## src/rtl/pipe_ctrl_gen.sv

```systemverilog
// Pipeline stall/flush controller: masked stall merge plus multi-cycle exception flush sequencing.
// Optional stall watchdog is built when STALL_WATCHDOG_EN is defined.
module pipe_ctrl_gen #(
    parameter int unsigned              NSTAGE       = 6,
    parameter int unsigned              NREQ         = 4,
    parameter logic [NREQ*NSTAGE-1:0]   STALL_MASKS  = {6'b011110, 6'b001110, 6'b000110, 6'b000010},
    parameter logic [31:0]              VEC_BASE     = 32'hBFC0_0380,
    parameter logic [31:0]              ERET_CODE    = 32'h0000_000E,
    parameter int unsigned              FLUSH_CYCLES = 1,
    parameter int unsigned              WD_LIMIT     = 1024
) (
    input  logic              clk,
    input  logic              rst,
    input  logic [NREQ-1:0]   stallreq_i,
    input  logic [31:0]       excepttype_i,
    input  logic [31:0]       cp0_epc_i,
    output logic [NSTAGE-1:0] stall,
    output logic              flush,
    output logic [31:0]       new_pc,
    output logic              new_pc_valid,
    output logic              busy_flush,
    output logic              stall_timeout
);

    localparam logic [0:0] ST_IDLE  = 1'b0;
    localparam logic [0:0] ST_FLUSH = 1'b1;
    localparam logic [3:0] CNT_INIT = 4'(FLUSH_CYCLES - 1);

    logic [0:0]        state_q, state_d;
    logic [3:0]        cnt_q, cnt_d;
    logic [31:0]       pc_q, pc_d;

    logic [NSTAGE-1:0] stall_merge;
    logic [NSTAGE-1:0] stall_c;
    logic              flush_c;
    logic [31:0]       pc_c;
    logic              valid_c;
    logic              busy_c;

    always_comb begin
        stall_merge = '0;
        for (int i = 0; i < int'(NREQ); i++) begin
            if (stallreq_i[i]) begin
                stall_merge = stall_merge | STALL_MASKS[i*NSTAGE +: NSTAGE];
            end
        end
    end

    always_comb begin
        state_d = state_q;
        cnt_d   = cnt_q;
        pc_d    = pc_q;
        stall_c = '0;
        flush_c = 1'b0;
        pc_c    = '0;
        valid_c = 1'b0;
        busy_c  = 1'b0;
        case (state_q)
            ST_IDLE: begin
                if (excepttype_i != 32'd0) begin
                    flush_c = 1'b1;
                    valid_c = 1'b1;
                    pc_c    = (excepttype_i == ERET_CODE) ? cp0_epc_i : VEC_BASE;
                    if (FLUSH_CYCLES > 1) begin
                        state_d = ST_FLUSH;
                        cnt_d   = CNT_INIT;
                        pc_d    = pc_c;
                    end
                end else begin
                    stall_c = stall_merge;
                end
            end
            ST_FLUSH: begin
                // Inputs are ignored here; the redirect target was captured on accept.
                flush_c = 1'b1;
                busy_c  = 1'b1;
                pc_c    = pc_q;
                cnt_d   = cnt_q - 4'd1;
                if (cnt_q <= 4'd1) begin
                    state_d = ST_IDLE;
                end
            end
            default: begin
                state_d = ST_IDLE;
            end
        endcase
    end

    always_ff @(posedge clk or negedge rst) begin
        if (!rst) begin
            state_q <= ST_IDLE;
            cnt_q   <= '0;
            pc_q    <= '0;
        end else begin
            state_q <= state_d;
            cnt_q   <= cnt_d;
            pc_q    <= pc_d;
        end
    end

    // Combinational outputs are forced low while reset is held.
    assign stall        = rst ? stall_c : '0;
    assign flush        = rst & flush_c;
    assign new_pc       = rst ? pc_c : 32'd0;
    assign new_pc_valid = rst & valid_c;
    assign busy_flush   = rst & busy_c;

`ifdef STALL_WATCHDOG_EN
    localparam logic [15:0] WD_LIM = WD_LIMIT[15:0];

    logic [15:0] wd_cnt_q, wd_cnt_d;
    logic        timeout_q, timeout_d;

    always_comb begin
        wd_cnt_d = '0;
        if ((stall_c != '0) && !flush_c) begin
            wd_cnt_d = (wd_cnt_q >= WD_LIM) ? WD_LIM : wd_cnt_q + 16'd1;
        end
        timeout_d = timeout_q | (wd_cnt_q == WD_LIM);
    end

    always_ff @(posedge clk or negedge rst) begin
        if (!rst) begin
            wd_cnt_q  <= '0;
            timeout_q <= 1'b0;
        end else begin
            wd_cnt_q  <= wd_cnt_d;
            timeout_q <= timeout_d;
        end
    end

    assign stall_timeout = timeout_q;
`else
    logic unused_wd;
    assign unused_wd     = ^WD_LIMIT;
    assign stall_timeout = 1'b0;
`endif

endmodule

```

## config.mk

```make
export PLATFORM = sky130hd
export DESIGN_NAME = pipe_ctrl_gen
export DESIGN_NICKNAME = d
export VERILOG_FILES = /design/src/rtl/pipe_ctrl_gen.sv
export SDC_FILE = /design/constraint.sdc
export NUM_CORES = 1
export LEC_CHECK = 0
export ABC_AREA = 1
export CORE_UTILIZATION = 26
export CTS_BUF_LIST = sky130_fd_sc_hd__clkbuf_4 sky130_fd_sc_hd__clkbuf_8
export DETAILED_ROUTE_END_ITERATION = 16
export GPL_TIMING_DRIVEN = 0
export MAX_ROUTING_LAYER = met4
export PLACE_DENSITY = 0.83
export REMOVE_ABC_BUFFERS = 1
export SKIP_CTS_REPAIR_TIMING = 1
export SYNTH_ARGS = -nofsm -noshare
export SYNTH_HDL_FRONTEND = slang
export SYNTH_SLANG_ARGS = --single-unit
```

## constraint.sdc

```tcl
create_clock -name clk -period 1.75 [get_ports clk]
set_input_delay 0.35 -clock clk [delete_from_list [all_inputs] [get_ports clk]]
set_output_delay 0.35 -clock clk [all_outputs]
set_load 0.05 [all_outputs]
```

==> impl_results.md <==
- Insertion delay of the later-clocked pin in the worst-skew pair: about 240 ps
- Top-Level Pins: roughly 110
- RSZ-0062 raised after global routing: true
- Gr ovfl total: 0
- Cell area power density: between 200 and 300 nW/um2
- Mean instance size in the synthesized netlist: 5.32 um2
- Fraction of power consumed by combinational cells: 58.7%
- Drt first-iter violations: a little under 60
- Power spent charging and discharging nets: 0.000226 W
- YS warnings: 0
- Global-route wire length before repair: 4.38 mm
- Area of the mapped netlist: 856 um2
- Clock root buffer: clkbuf_4
- Depth of the most critical reg-to-reg path: 4
- Kind of end point of the critical path: primary output
- Gate Count Post-Synth: between 150 and 200
- Bufs on Longest Clock Path: 2
- Post-route setup slack: -245 ps
- Placer congestion estimate: about 0.69
- Cts bufs inserted: 3
- Post-route ant nets: 0
- Met2 routing resource usage after global routing: roughly 28%
- Peak-usage layer in the global routing report: met2
- Share of cells above drive strength 1: about 57%
- Largest clock skew in the final design: 1.10 ps
- Clock share of power: 22.8%
- Commonest cells after routing, fill and taps aside: buf_6, clkdlybuf4s50_1, nor2_1
- Sequential share of power: a little under a fifth
- Endpoint of the worst register-to-register path: cnt_q[3]
- Clock Sink Count: 5
- Area added between synthesis and finish: 192%
- Cells on Worst Hold Path: 1
- Sequential-to-total area share from yosys stat: around 15%
- Simple-gate portion of the synthesized area: between 50 and 60%
- Clock tree from TritonCTS: built
- Headroom to the max-slew limit: 65.3%
- Via count: 1521
- Area enclosed by the die boundary: about 3500 um2
- Antenna violations before repair: 0
- Synth Area in Adders: a little under 3%
- Final cycle utilization of the critical path: 114%
- Vias in the first global route: around 1000
- Ant. Diodes: 0
- Max capacitance violation total: 0
- Total detailed-routing wirelength: between 5 and 6 mm
- Switching Fraction: approximately 36%
- HPWL reported at the end of detailed placement: 2.51 mm
- GRT met1 Usage: about a fifth
- Xor and xnor fraction of the mapped netlist area: under 10%
- Complex-gate fraction of the synthesized area: around 4.1%
- Area of the core: between 3000 and 4000 um2
- Max Transition Viols Final: 0
- All-layer global routing usage: between 10% and 20%
- Nets: 356
- Clk slew on worst S/H paths: roughly 40 ps
- Via density per instance: 4.65
- DP Worst Slack: -1540 ps
- Starting utilization of the core area: between 20 and 30%
- Required time of the worst setup path: approximately 1400 ps
- Arrival time at the worst endpoint: roughly 1700 ps
- Number of DRC violations after detailed routing: 0
- Worst hold start: cnt_q[3]
- Worst reg2reg startpoint: state_q
- Width of the die: 59.4 um
- Maximum fanout encountered on the critical timing path: 8
- Internal power summed over all cells: a little over 0.0004 W
- Result of the run: finished with violations
- Violations in the final reports: setup timing
- Vertical die dimension: a little under 60 um
- Utilization after layout: approximately 81%
- Static Leakage: 1.16 nW
- Maximum number of pins on one net before global-route repair: 34
- Least-Margin Pin Slew: 520 ps
- Final worst path period need: around 2000 ps
- Setup crit start kind: input pin
- Post-layout power: around 0.00063 W
- Classification of the worst-slack hold path: flip-flop to flip-flop
- Reg2reg setup slack: slightly below 600 ps
- CTS HTree Levels: 1
- Final-layout worst hold slack: about 480 ps
- Final setup viols: 37
- # port buffers: ~110
- Main combinational cell family by area after synthesis: simple AND/OR/NAND/NOR gates
- Most common cell after layout, fill and taps aside: buf_6
- Largest voltage drop on the vdd net: about 150 uV
- Netlist cell types: 19
- Endpoint with the worst hold slack: cnt_q[3]
- Number of failing hold endpoints at the final stage: 0
- Standard-cell rows: 20
- Type of the worst setup path: input pin to primary output
- Mux cell area share after synthesis: 0%
- Number of inserted filler cells in the final layout: 201
- Setup Total Neg Slack: -5310 ps
- Maximum clock frequency: ~500 MHz
- Drt pass-1 iters: 4
- Wire length per cell after detailed routing: about 15 um
- Met3 GRT Util: 3.93%
- Synthesis-stage register bit count: 5
## final cells by class
type                       instances  area, um2  area share, %
multi-input combinational        133        940           37.6
timing repair buffer             123       1260           50.3
clock buffer                       4       30.0           1.20
sequential                         5        126           5.06
tap                               44       55.1           2.20
inverter                          17       76.3           3.05
timing repair inverter             1       16.3          0.651
## synth_stat cells
master	count	area, um2
inv_2	2	7.51
buf_2	1	5.00
o21ai_4	1	16.3
inv_1	15	56.3
nor3_1	1	5.00
nand2_2	2	12.5
nor2_2	3	18.8
nand2_1	18	67.6
buf_6	3	33.8
o31a_1	1	8.76
dfrtp_1	5	125
xor2_1	3	26.3
nor2_1	72	270
nand3_1	21	105
o21ai_0	2	10.0
buf_4	7	52.6
ha_1	2	25.0
conb_1	1	3.75
nor4_1	1	6.26
## worst max-delay path by stage
stage                                start    endpoint  depth (start not counted)
after global routing       excepttype_i[4]   new_pc[6]                         11
after global placement     excepttype_i[2]  new_pc[22]                          9
after floorplan            excepttype_i[7]   new_pc[0]                          7
after CTS                  excepttype_i[3]  new_pc[29]                          9
after detailed placement   excepttype_i[3]  new_pc[28]                          9
final                     excepttype_i[14]   new_pc[6]                         11
## power groups by stage
stage | sequential, W | combinational, W | clock [W]
floorplan | 0.000118 | 0.000113 | 0
global placement | 0.000118 | 0.000306 | 0
detailed placement | 0.000118 | 0.000308 | 0
CTS | 0.000116 | 0.000308 | 0.000149
global route | 0.000116 | 0.000386 | 0.000158
finish | 0.000116 | 0.000369 | 0.000144
## cell families (layout without fill, tap and decap cells)
logic type,after synthesis,in the layout
compound gates,4,5
buf+inv,28,145
simple gates,118,120
xor+xnor,3,3
flops,5,5
other cells,1,3
fa+ha+maj,2,2
## routing by layer
layer | wire length, um | up-vias | part of all wire, %
met5 | 0 | - | 0
met4 | 196 | 0 | 3.9
met3 | 302 | 16 | 6.0
met2 | 2740 | 75 | 54
met1 | 1820 | 694 | 36
li1 | - | 736 | -
## sequential cells by signal (all words and copies together) (netlist names)
register  cells
state_q       1
cnt_q         4
## worst max-delay path, stage by stage
cell and delay (ps):
clkbuf_2 90, nor2_2 110, nand2_2 90, inv_2 80, nand2_4 80, nor2_4 140, buf_12 160, buf_6 100
nand3_1 70, nor2_1 170, buf_6 190
## metrics by stage
stage,std cells,cell area [um2]
floorplan,152,772
global placement,304,1910
detailed placement,304,1910
CTS,308,1940
global route,327,2500
finish,327,2500
(Power assumes the default switching activity.)
